==> src/rtl/hazard_stall_ctrl_if.sv <==
// Hazard unit signal bundle: decode/execute status in, pipeline control out.
// master drives the pipeline status, slave is the hazard unit.
interface hazard_stall_ctrl_if #(
  parameter int REG_W = 5
);
  logic [REG_W-1:0] F_D_RS1;
  logic [REG_W-1:0] F_D_RS2;
  logic             F_D_isStore;
  logic             F_D_isMD;
  logic [REG_W-1:0] D_X_RD;
  logic             D_X_isLoad;
  logic             branchTaken;
  logic             mdReady;
  logic             stallPC;
  logic             stallFD;
  logic             bubbleDX;
  logic             flushFD;
  logic             mdStart;
  logic             mdAbort;
  logic             mdBusy;
  logic             mdError;
  logic [15:0]      stallCount;

  modport master (
    output F_D_RS1, F_D_RS2, F_D_isStore, F_D_isMD,
    output D_X_RD, D_X_isLoad, branchTaken, mdReady,
    input  stallPC, stallFD, bubbleDX, flushFD,
    input  mdStart, mdAbort, mdBusy, mdError, stallCount
  );

  modport slave (
    input  F_D_RS1, F_D_RS2, F_D_isStore, F_D_isMD,
    input  D_X_RD, D_X_isLoad, branchTaken, mdReady,
    output stallPC, stallFD, bubbleDX, flushFD,
    output mdStart, mdAbort, mdBusy, mdError, stallCount
  );
endinterface

==> src/rtl/hazard_stall_ctrl.sv <==
// Decode-stage hazard unit: load-use stall, multdiv wait/abort, branch flush.
// Define HAZ_PERF_CNT_EN to build the saturating stall-cycle counter.
module hazard_stall_ctrl #(
  parameter int MD_TIMEOUT = 64,
  parameter int REG_W      = 5
) (
  input logic                clock,
  input logic                reset,
  hazard_stall_ctrl_if.slave hz
);

  typedef enum logic {
    RUN,
    MD_WAIT
  } state_e;

  localparam logic [7:0] WAIT_LAST = 8'(MD_TIMEOUT - 1);

  state_e     state_q, state_d;
  logic [7:0] waitCnt_q, waitCnt_d;
  logic       mdError_q, mdError_d;

  logic loadUse;
  logic stall_c, bubble_c, flush_c;
  logic start_c, abort_c, busy_c;

  // Store data reaches M via the W->M bypass, so only address/ALU uses stall.
  assign loadUse = hz.D_X_isLoad && (hz.D_X_RD != '0) &&
                   ((hz.D_X_RD == hz.F_D_RS1) ||
                    ((hz.D_X_RD == hz.F_D_RS2) && !hz.F_D_isStore));

  always_ff @(posedge clock or posedge reset) begin
    if (reset) begin
      state_q   <= RUN;
      waitCnt_q <= 8'd0;
      mdError_q <= 1'b0;
    end else begin
      state_q   <= state_d;
      waitCnt_q <= waitCnt_d;
      mdError_q <= mdError_d;
    end
  end

  always_comb begin
    state_d   = state_q;
    waitCnt_d = waitCnt_q;
    mdError_d = mdError_q;
    stall_c   = 1'b0;
    bubble_c  = 1'b0;
    flush_c   = 1'b0;
    start_c   = 1'b0;
    abort_c   = 1'b0;
    busy_c    = 1'b0;
    unique case (state_q)
      RUN: begin
        if (hz.branchTaken) begin
          flush_c  = 1'b1;
          bubble_c = 1'b1;
        end else if (loadUse) begin
          stall_c  = 1'b1;
          bubble_c = 1'b1;
        end else if (hz.F_D_isMD) begin
          start_c   = 1'b1;
          stall_c   = 1'b1;
          bubble_c  = 1'b1;
          state_d   = MD_WAIT;
          waitCnt_d = 8'd0;
        end
      end
      MD_WAIT: begin
        busy_c = 1'b1;
        if (hz.branchTaken) begin
          abort_c   = 1'b1;
          flush_c   = 1'b1;
          bubble_c  = 1'b1;
          state_d   = RUN;
          waitCnt_d = 8'd0;
        end else if (hz.mdReady) begin
          state_d   = RUN;
          waitCnt_d = 8'd0;
        end else if (waitCnt_q == WAIT_LAST) begin
          abort_c   = 1'b1;
          mdError_d = 1'b1;
          state_d   = RUN;
          waitCnt_d = 8'd0;
        end else begin
          stall_c   = 1'b1;
          bubble_c  = 1'b1;
          waitCnt_d = waitCnt_q + 8'd1;
        end
      end
      default: state_d = RUN;
    endcase
  end

  assign hz.stallPC  = stall_c  && !reset;
  assign hz.stallFD  = stall_c  && !reset;
  assign hz.bubbleDX = bubble_c && !reset;
  assign hz.flushFD  = flush_c  && !reset;
  assign hz.mdStart  = start_c  && !reset;
  assign hz.mdAbort  = abort_c  && !reset;
  assign hz.mdBusy   = busy_c   && !reset;
  assign hz.mdError  = mdError_q && !reset;

`ifdef HAZ_PERF_CNT_EN
  logic [15:0] stallCount_q, stallCount_d;

  always_comb begin
    stallCount_d = stallCount_q;
    if (hz.stallPC && (stallCount_q != 16'hFFFF))
      stallCount_d = stallCount_q + 16'd1;
  end

  always_ff @(posedge clock or posedge reset) begin
    if (reset) stallCount_q <= 16'd0;
    else       stallCount_q <= stallCount_d;
  end

  assign hz.stallCount = stallCount_q;
`else
  assign hz.stallCount = 16'h0000;
`endif

endmodule

==> src/flat_wrapper.sv <==
// flat-port wrapper written by rule: the top's interface ports become plain ports
module hazard_stall_ctrl_flat 
#(
  parameter int MD_TIMEOUT = 64,
  parameter int REG_W      = 5
)
  (clock, reset, hz_F_D_RS1, hz_F_D_RS2, hz_F_D_isStore, hz_F_D_isMD, hz_D_X_RD, hz_D_X_isLoad, hz_branchTaken, hz_mdReady, hz_stallPC, hz_stallFD, hz_bubbleDX, hz_flushFD, hz_mdStart, hz_mdAbort, hz_mdBusy, hz_mdError, hz_stallCount);
  hazard_stall_ctrl_if #(.REG_W(REG_W)) hz_i ();
  input logic clock;
  input logic reset;
  input wire logic [$bits(hz_i.F_D_RS1)-1:0] hz_F_D_RS1;
  input wire logic [$bits(hz_i.F_D_RS2)-1:0] hz_F_D_RS2;
  input wire logic [$bits(hz_i.F_D_isStore)-1:0] hz_F_D_isStore;
  input wire logic [$bits(hz_i.F_D_isMD)-1:0] hz_F_D_isMD;
  input wire logic [$bits(hz_i.D_X_RD)-1:0] hz_D_X_RD;
  input wire logic [$bits(hz_i.D_X_isLoad)-1:0] hz_D_X_isLoad;
  input wire logic [$bits(hz_i.branchTaken)-1:0] hz_branchTaken;
  input wire logic [$bits(hz_i.mdReady)-1:0] hz_mdReady;
  output wire logic [$bits(hz_i.stallPC)-1:0] hz_stallPC;
  output wire logic [$bits(hz_i.stallFD)-1:0] hz_stallFD;
  output wire logic [$bits(hz_i.bubbleDX)-1:0] hz_bubbleDX;
  output wire logic [$bits(hz_i.flushFD)-1:0] hz_flushFD;
  output wire logic [$bits(hz_i.mdStart)-1:0] hz_mdStart;
  output wire logic [$bits(hz_i.mdAbort)-1:0] hz_mdAbort;
  output wire logic [$bits(hz_i.mdBusy)-1:0] hz_mdBusy;
  output wire logic [$bits(hz_i.mdError)-1:0] hz_mdError;
  output wire logic [$bits(hz_i.stallCount)-1:0] hz_stallCount;
  assign hz_i.F_D_RS1 = hz_F_D_RS1;
  assign hz_i.F_D_RS2 = hz_F_D_RS2;
  assign hz_i.F_D_isStore = hz_F_D_isStore;
  assign hz_i.F_D_isMD = hz_F_D_isMD;
  assign hz_i.D_X_RD = hz_D_X_RD;
  assign hz_i.D_X_isLoad = hz_D_X_isLoad;
  assign hz_i.branchTaken = hz_branchTaken;
  assign hz_i.mdReady = hz_mdReady;
  assign hz_stallPC = hz_i.stallPC;
  assign hz_stallFD = hz_i.stallFD;
  assign hz_bubbleDX = hz_i.bubbleDX;
  assign hz_flushFD = hz_i.flushFD;
  assign hz_mdStart = hz_i.mdStart;
  assign hz_mdAbort = hz_i.mdAbort;
  assign hz_mdBusy = hz_i.mdBusy;
  assign hz_mdError = hz_i.mdError;
  assign hz_stallCount = hz_i.stallCount;
  hazard_stall_ctrl #(.MD_TIMEOUT(MD_TIMEOUT), .REG_W(REG_W)) u_core (.clock(clock), .reset(reset), .hz(hz_i));
endmodule
==> config.mk <==
export PLATFORM = sky130hd
export DESIGN_NAME = hazard_stall_ctrl_flat
export DESIGN_NICKNAME = d
export VERILOG_FILES = /design/src/rtl/hazard_stall_ctrl_if.sv /design/src/rtl/hazard_stall_ctrl.sv /design/src/flat_wrapper.sv
export SDC_FILE = /design/constraint.sdc
export NUM_CORES = 1
export LEC_CHECK = 0
export CAP_MARGIN = 0
export CORE_MARGIN = 2
export CORE_UTILIZATION = 39
export CTS_CLUSTER_SIZE = 10
export DETAILED_ROUTE_END_ITERATION = 7
export PLACE_DENSITY_LB_ADDON = 0.08
export REMOVE_ABC_BUFFERS = 1
export SLEW_MARGIN = 10
export SYNTH_ARGS = -nofsm -noshare
export SYNTH_HDL_FRONTEND = slang
export SYNTH_SLANG_ARGS = --single-unit
==> constraint.sdc <==
create_clock -name clock -period 1.9 [get_ports clock]
set_input_delay 0.19 -clock clock [delete_from_list [all_inputs] [get_ports clock]]
set_output_delay 0.19 -clock clock [all_outputs]
set_load 0.01 [all_outputs]
After elaboration in Yosys (flattened, before gate mapping):

Index checks and enable logic that the tools add are counted.

* shift operators: 0
* multipliers: 0
* equal/unequal tests: 6
* div/mod/pow operators: 0
* mux-type cells: 27
* add/sub/neg operators: 1
* reduce and logical (&&, ||, !) cells: 16
* bitwise logic cells: 3
* $lt $le $gt $ge: 0

Operators by type and width (count)
* 2-to-1 mux 8 bit: 6
* 2-to-1 mux 1 bit: 17
* one-hot mux 8 bit (2 select lines): 1
* equality test 5 bit: 2
* logical AND 1 bit: 10
* adder 8 x 1 -> 8 bit (second input constant): 1
* equality test 8 x 6 -> 1 bit (second input constant): 1
* != test 2 bit (second input constant): 3
* one-hot mux 1 bit (2 select lines): 3
* nonzero test 5 bit: 1
* AND reduction 4 bit: 1
* inverter 1 bit: 3
* AND reduction 3 bit: 1
* zero test 1 bit: 2
* logical OR 1 bit: 1

* bits of input ports: 22
* bits in latches: 0
* output and inout port bits: 24
* word-level logic and storage cells: 56
* register bits after elaboration: 10
* memory bits (read-only): 0
* memories kept: 0
* bits in writable memories: 0

Longest topological paths before layout:

Gate-level depths: netlist of the first run.

* depth after elaboration: 8
* depth in mapped cells: 7
* mapped depth without buffers: 6

Worst setup path after synthesis of the first run:

OpenSTA, ideal clock, no wires.

* path kind: flip-flop to output port
* start point: reg u_core.waitCnt_q[0]
* end point: out hz_stallPC
* stages on the path, launching flop included: 8
* arrival: 1.505 ns
* required time: 1.710 ns
* path slack: 0.205 ns
* path buffers: 1
* cells stage by stage: dfrtp_1 -> ha_1 -> nand3_1 -> nor3_1 -> nor2_1 -> o211ai_1 -> a21oi_1 -> buf_4

* word-level cells in the longest chain between the ends: 6

Ends and longest elaborated chain
* from (decl): RTL line hazard_stall_ctrl.sv:20 `logic [7:0] waitCnt_q, waitCnt_d;`
* from (signal assigned): RTL line hazard_stall_ctrl.sv:39 `waitCnt_q <= waitCnt_d;`
* equality test 8 x 6 -> 1 bit: RTL line hazard_stall_ctrl.sv:81 `end else if (waitCnt_q == WAIT_LAST) begin`
* 2-to-1 mux 1 bit: RTL line hazard_stall_ctrl.sv:81
* 2-to-1 mux 1 bit: RTL line hazard_stall_ctrl.sv:78 `end else if (hz.mdReady) begin`
* 2-to-1 mux 1 bit: RTL line hazard_stall_ctrl.sv:72 `if (hz.branchTaken) begin`
* one-hot mux 1 bit (2 select lines): RTL line hazard_stall_ctrl.sv:54 `unique case (state_q)`
* logical AND 1 bit
* to (decl): RTL line flat_wrapper.sv:19 `output wire logic [$bits(hz_i.stallPC)-1:0] hz_stallPC;`

Every way passes these cells.

Final worst setup path of the first run:

* start point: reg u_core.waitCnt_q[6]
* end point: out hz_stallFD

* word-level cells in the longest chain between the ends: 6

Ends and longest elaborated chain
* equality test 8 x 6 -> 1 bit: RTL line hazard_stall_ctrl.sv:81
* 2-to-1 mux 1 bit: RTL line hazard_stall_ctrl.sv:81
* 2-to-1 mux 1 bit: RTL line hazard_stall_ctrl.sv:78
* 2-to-1 mux 1 bit: RTL line hazard_stall_ctrl.sv:72
* one-hot mux 1 bit (2 select lines): RTL line hazard_stall_ctrl.sv:54
* logical AND 1 bit: RTL line hazard_stall_ctrl.sv:97 `assign hz.stallFD = stall_c && !reset;`
* to (decl): RTL line flat_wrapper.sv:20 `output wire logic [$bits(hz_i.stallFD)-1:0] hz_stallFD;`

Every way passes these cells.

==> results.sh, run 1 <==
export IMPL_status="complete, no violations"
export IMPL_fp_dieArea_mm2=0.00271
export IMPL_cp_end_kind="output port"
export IMPL_period_minus_slack_ns=1.87
export IMPL_nFillCells=193
export IMPL_seq_area_um2=251
export IMPL_layout_nets=191
export IMPL_crit_slowest_cell="dfrtp_1"
export IMPL_path_buf_inv=1
export IMPL_wl_mm=2.32
export IMPL_worstPathArrival_ns=1.68
export IMPL_synth_cell_types=31
export IMPL_combPwrFrac=0.322
export IMPL_r2r_cells=7
export IMPL_cts_sinks=10
export IMPL_rr_endpoint="u_core.waitCnt_q[3]"
export IMPL_slowest_delay_ns=0.39
export IMPL_vias=907
export IMPL_setup_viol=0
export IMPL_synth_edf_count=0
export IMPL_rsz0062_at_grt="yes"
export IMPL_r2r_start="u_core.waitCnt_q[6]"
export IMPL_first_pass_iters=4
export IMPL_io_pins=46
export IMPL_clock_latency_ns=0.26
export IMPL_clockPowerShare=0.263
export IMPL_critPathRequiredTime_ns=1.71
export IMPL_peakVddDrop_mv=0.352
export IMPL_antenna_found_initial=0
export IMPL_ant_nets=0
export IMPL_grt_pass1_vias=890
export IMPL_critical_path_top_delay_family="simple AND/OR/NAND/NOR gates"
export IMPL_finClkSkew_ns=0.00506
export IMPL_slew_viol_final=0
export IMPL_syn_area_um2=900
export IMPL_clockBufferDepth=2
export IMPL_final_common_cell="buf_4"
export IMPL_grt_usage=0.194
export IMPL_layout_common_cells="buf_4 (24), conb_1 (16), clkdlybuf4s50_1 (15), inv_1 (11)"
export IMPL_post_synth_cell_area_avg_um2=7.96
export IMPL_placed_area_mm2=0.00133
export IMPL_start_util=0.411
export IMPL_power_frac_seq=0.415
export IMPL_p_int_uw=383
export IMPL_ys_ff_latch=10
export IMPL_synth_async_reset_ratio=1.00
export IMPL_cp_num_cells=6
export IMPL_hold_buffers=0
export IMPL_area_growth_pct=50.6
export IMPL_cts_root_buf="clkbuf_4"
export IMPL_synth_cells=113
export IMPL_die_w_um=52.0
export IMPL_regToRegSetupSlack_ns=0.27
export IMPL_fp_row_count=17
export IMPL_drc_errors=0
export IMPL_yosysTopAreaCellShare=0.278
export IMPL_tritoncts="yes"
export IMPL_seq_area_frac_synth=0.278
export IMPL_swShare=0.296
export IMPL_cap_violations=0
export IMPL_startpoint_type="flop"
export IMPL_multi_input_area_um2=566
export IMPL_io_buffers=29
export IMPL_max_freq_mhz=534
export IMPL_drt_iter0_drc=8
export IMPL_gp_congestion=0.766
export IMPL_cp_max_fo=3
export IMPL_p_sw_uw=161
export IMPL_finalHoldViolations=0
export IMPL_grt_overflow=0
export IMPL_cts_htree_levels=1
export IMPL_fin_ws_ns=0.0285
export IMPL_cts_buffers=3
export IMPL_clk_pin_slew_ns=0.06
export IMPL_coreArea_mm2=0.00219
export IMPL_yosys_area_top_type="dfrtp_1"
export IMPL_grt_max_degree=10
export IMPL_n_antenna_cell=0
export IMPL_post_cts_buffers=0
export IMPL_pre_cts_ws_ns=-0.502
export IMPL_power_per_cell_area_mw_per_mm2=401
export IMPL_viasPerCell=4.68
export IMPL_final_period_utilization=0.985
export IMPL_dp_hpwl_mm=1.84
export IMPL_wl_per_cell_um=12.0
export IMPL_synth_ff_type="dfrtp_1"
export IMPL_path_cells="or2_2 -> nor3_2 -> nor2_1 -> o211ai_1 -> a21oi_2 -> buf_2"
export IMPL_power_leakage_uw=0.000609
export IMPL_grt_pass1_wl_mm=3.92
export IMPL_holdCritPathClass="primary input to async pin"
export IMPL_worstSetupPathType="flop to output port"
export IMPL_drive_above_1_share=0.253
export IMPL_die_height_um=52.0
export IMPL_final_area_mm2=0.00136
export IMPL_netlist_top_cells_area="dfrtp_1 (28%), buf_4 (14%), xnor2_1 (8.8%)"
export IMPL_yosysWarnings=0
cell type report:
class                           count  share of cell area
Sequential cell                    10               0.186
Inverter                           11              0.0305
Tap cell                           28              0.0259
Multi-Input combinational cell     89               0.417
Clock buffer                        3              0.0166
Timing Repair Buffer               53               0.324
registers in the layout, indices dropped and copies added (netlist names):
register and cells:
u_core.mdError_q 1, u_core.state_q 1, u_core.waitCnt_q 8
worst min-delay path: stages:
cell             delay (ns)
clkdlybuf4s50_1        0.50
inv_1                  0.16
buf_4                  0.16
synthesized netlist by cell type (all sizes together) (2+ instances only):
cell and number:
nor2 9, inv 11, a21oi 3, o21a 2
nor2b 2, dfrtp 10, nor4 2, nor3b 2
buf 17, xnor2 9, o31ai 8, o21ai 2
a21o 2, nand3 5, nor3 7, nand2 7
a31oi 2
cells by family after synthesis:
logic type / Yosys count / share of synthesized area
flops: 10 / 0.278
xor+xnor: 10 / 0.0974
buf+inv: 29 / 0.192
fa+ha+maj: 1 / 0.0139
compound gates: 23 / 0.199
simple gates: 39 / 0.216
other cells: 1 / 0.00417
power by group through the flow:
| stage | Clock [uW] | Combinational (uW) | Sequential (uW) |
|---|---|---|---|
| floorplan | 0 | 74.1 | 228 |
| global placement | 0 | 181 | 229 |
| detailed placement | 0 | 183 | 229 |
| CTS | 147 | 175 | 225 |
| global route | 160 | 194 | 226 |
| finish | 143 | 175 | 226 |
per-layer routing:
layer / GRT usage / share of wire
met3: 0.0230 / 0.056
met2: 0.314 / 0.47
met1: 0.254 / 0.47
met5: 0 / 0
met4: 0.0921 / 0.0060
metrics by stage:
stage,total power (uW),TNS [ns],hold slack (ns),cells,util
after global routing,580,-0.292,0.476,194,0.619
after global placement,410,-2.14,0.440,191,0.607
after CTS,547,0,0.413,194,0.616
after floorplan,302,0,0.0436,110,-
after detailed placement,412,-2.49,0.448,191,0.607
final,543,0,0.425,194,0.619
repair_timing:
item | 4_1_cts | 5_1_grt
setup endpoints to repair | 5 | 5
gates resized for setup | 33 | 2
pin swaps | 11 | 0
cloned | 0 | 0
worst max-delay path by stage:
stage,startpoint,endpoint,slack (ns)
finish,u_core.waitCnt_q[6],hz_stallFD,0.03
global route,u_core.waitCnt_q[0],hz_mdAbort,-0.09
CTS,u_core.waitCnt_q[0],hz_mdAbort,0.01
detailed placement,hz_D_X_RD[3],hz_mdStart,-0.50
global placement,hz_D_X_RD[3],hz_mdStart,-0.49
floorplan,u_core.waitCnt_q[0],hz_stallFD,0.28
(Power assumes the default switching activity.)
==> inputs of run 2 (changes only) <==
Settings changed: CORE_UTILIZATION 39 to 25, SKIP_CTS_REPAIR_TIMING set to 1.
Clock period 1.9 ns to 2.38 ns, I/O delays scaled along.
==> run 2 against run 1 <==
Design area decreased by 3.1%. Sequential power decreased by 19%. Largest power group unchanged. Count of clock-buffer cells in the layout unchanged. Sequential share of layout area increased by 0.51 points. Non-clock buffer count decreased by 12. First-iteration DRC count increased to 4.6 times the previous value. Wire length increased by 0.52%. Critical path depth decreased by 2.
==> results.sh, run 2 (synthesis gave the netlist of run 1 again) <==
export IMPL_status="complete, no violations"
export IMPL_finalHoldViolations=0
export IMPL_pre_cts_ws_ns=-0.187
export IMPL_dp_hpwl_mm=1.84
export IMPL_clockBufferDepth=2
export IMPL_grt_pass1_vias=799
export IMPL_layout_common_cells="clkdlybuf4s50_1 (25), conb_1 (16), buf_4 (12), inv_1 (11), dfrtp_1 (10)"
export IMPL_power_per_cell_area_mw_per_mm2=330
export IMPL_period_minus_slack_ns=2.17
export IMPL_largest_reg_flops=8
export IMPL_gp_congestion=0.774
export IMPL_max_freq_mhz=461
export IMPL_setup_tns_ns=0
export IMPL_cts_buffers=3
export IMPL_area_growth_pct=45.9
export IMPL_wl_mm=2.33
export IMPL_io_pins=46
export IMPL_drt_iter0_drc=37
export IMPL_power_leakage_uw=0.000592
export IMPL_grt_pass1_wl_mm=3.73
export IMPL_cts_root_buf="clkbuf_4"
export IMPL_nFillCells=352
export IMPL_antenna_found_initial=0
export IMPL_clock_latency_ns=0.26
export IMPL_drive_above_1_share=0.123
export IMPL_worstMarginPinSlew_ns=0.572
export IMPL_final_period_utilization=0.911
export IMPL_critPathRequiredTime_ns=2.14
export IMPL_worstPathArrival_ns=1.93
export IMPL_cp_max_fo=3
export IMPL_peakVddDrop_mv=0.316
export IMPL_startpoint_type="flop"
export IMPL_first_pass_iters=4
export IMPL_fp_dieArea_mm2=0.00409
export IMPL_vias=891
export IMPL_slew_headroom=0.615
export IMPL_rsz0062_at_grt="no"
export IMPL_worstSetupPathType="flop to output port"
export IMPL_setup_viol=0
export IMPL_top_regs="u_core.waitCnt_q (8), u_core.mdError_q (1), u_core.state_q (1)"
export IMPL_tritoncts="yes"
export IMPL_io_buffers=29
export IMPL_n_antenna_cell=0
export IMPL_regMostFlops="u_core.waitCnt_q"
export IMPL_drc_errors=0
export IMPL_placed_area_mm2=0.00126
export IMPL_multi_input_area_um2=551
export IMPL_die_w_um=64.0
export IMPL_cp_end_kind="output port"
export IMPL_grt_max_degree=13
export IMPL_final_common_cell="clkdlybuf4s50_1"
export IMPL_final_util=0.387
export IMPL_viasPerCell=4.46
export IMPL_cts_htree_levels=1
export IMPL_ant_nets=0
export IMPL_cap_violations=0
export IMPL_slew_viol_final=0
export IMPL_clk_pin_slew_ns=0.06
export IMPL_seq_area_um2=250
export IMPL_holdCritPathClass="primary input to async pin"
export IMPL_fp_row_count=21
export IMPL_final_area_mm2=0.00131
export IMPL_layout_nets=179
export IMPL_cts_sinks=10
export IMPL_fin_ws_ns=0.211
export IMPL_start_util=0.265
export IMPL_finalPower_uw=433
export IMPL_die_height_um=64.0
export IMPL_finClkSkew_ns=0.00123
export IMPL_coreArea_mm2=0.00339
export IMPL_grt_overflow=0
export IMPL_wl_per_cell_um=11.7
export IMPL_grt_usage=0.115
==> run 2: path summary, 6_finish.rpt <==
check / start / endpoint / slack (ns) / cells past startpoint
setup / recovery: u_core.waitCnt_q[6] / hz_mdAbort / 0.21 / 4
max in group asynchronous: reset / u_core.waitCnt_q[6] / 1.83 / 3
min in group clock: u_core.mdError_q / u_core.mdError_q / 0.47 / 1
setup reg to reg: u_core.waitCnt_q[0] / u_core.waitCnt_q[3] / 0.44 / 7
hold / removal: reset / u_core.mdError_q / 0.44 / 3
hold reg to reg: u_core.mdError_q / u_core.mdError_q / 0.47 / 1
==> run 2: area by class of cell <==
cell class	instances	area share
Clock buffer	3	0.0172
Inverter	11	0.0315
Multi-Input combinational cell	89	0.419
Sequential cell	10	0.191
Tap cell	46	0.0439
Timing Repair Buffer	41	0.297
==> run 2: worst max-delay path, stage by stage (launching register included) <==
cell             delay (ns)
dfrtp_1                0.39
or2_2                  0.34
nor4_2                 0.27
o21a_1                 0.14
clkdlybuf4s50_1        0.53
==> run 2: per-stage QoR <==
stage / hold WS, ns / cells
5_1_grt: 0.454 / 200
3_3_place_gp: 0.444 / 197
2_1_floorplan: 0.0916 / 110
4_1_cts: 0.420 / 200
6_report: 0.437 / 200
3_5_place_dp: 0.448 / 197
==> run 2: power breakdown <==
group | leakage, uW | switching, uW | internal (uW)
registers | 0.000138 | 8.52 | 174
logic | 0.000440 | 63.1 | 73.5
clock network | 0.0000138 | 55.4 | 58.4
total | 0.000592 | 127 | 306
==> run 2: routing by layer <==
metal / wire length (um) / vias to the layer above / track usage
met5: 0 / - / 0
met1: 1040 / 403 / 0.144
li1: - / 442 / -
met2: 1120 / 40 / 0.186
met3: 155 / 6 / 0.0335
met4: 18 / 0 / 0.0408
==> inputs of run 3 (changes only) <==
Settings changed: SLEW_MARGIN 10 to 20.
==> results of run 3 <==
Same layout as run 2: the final DEF is identical, and so are final timing and power.
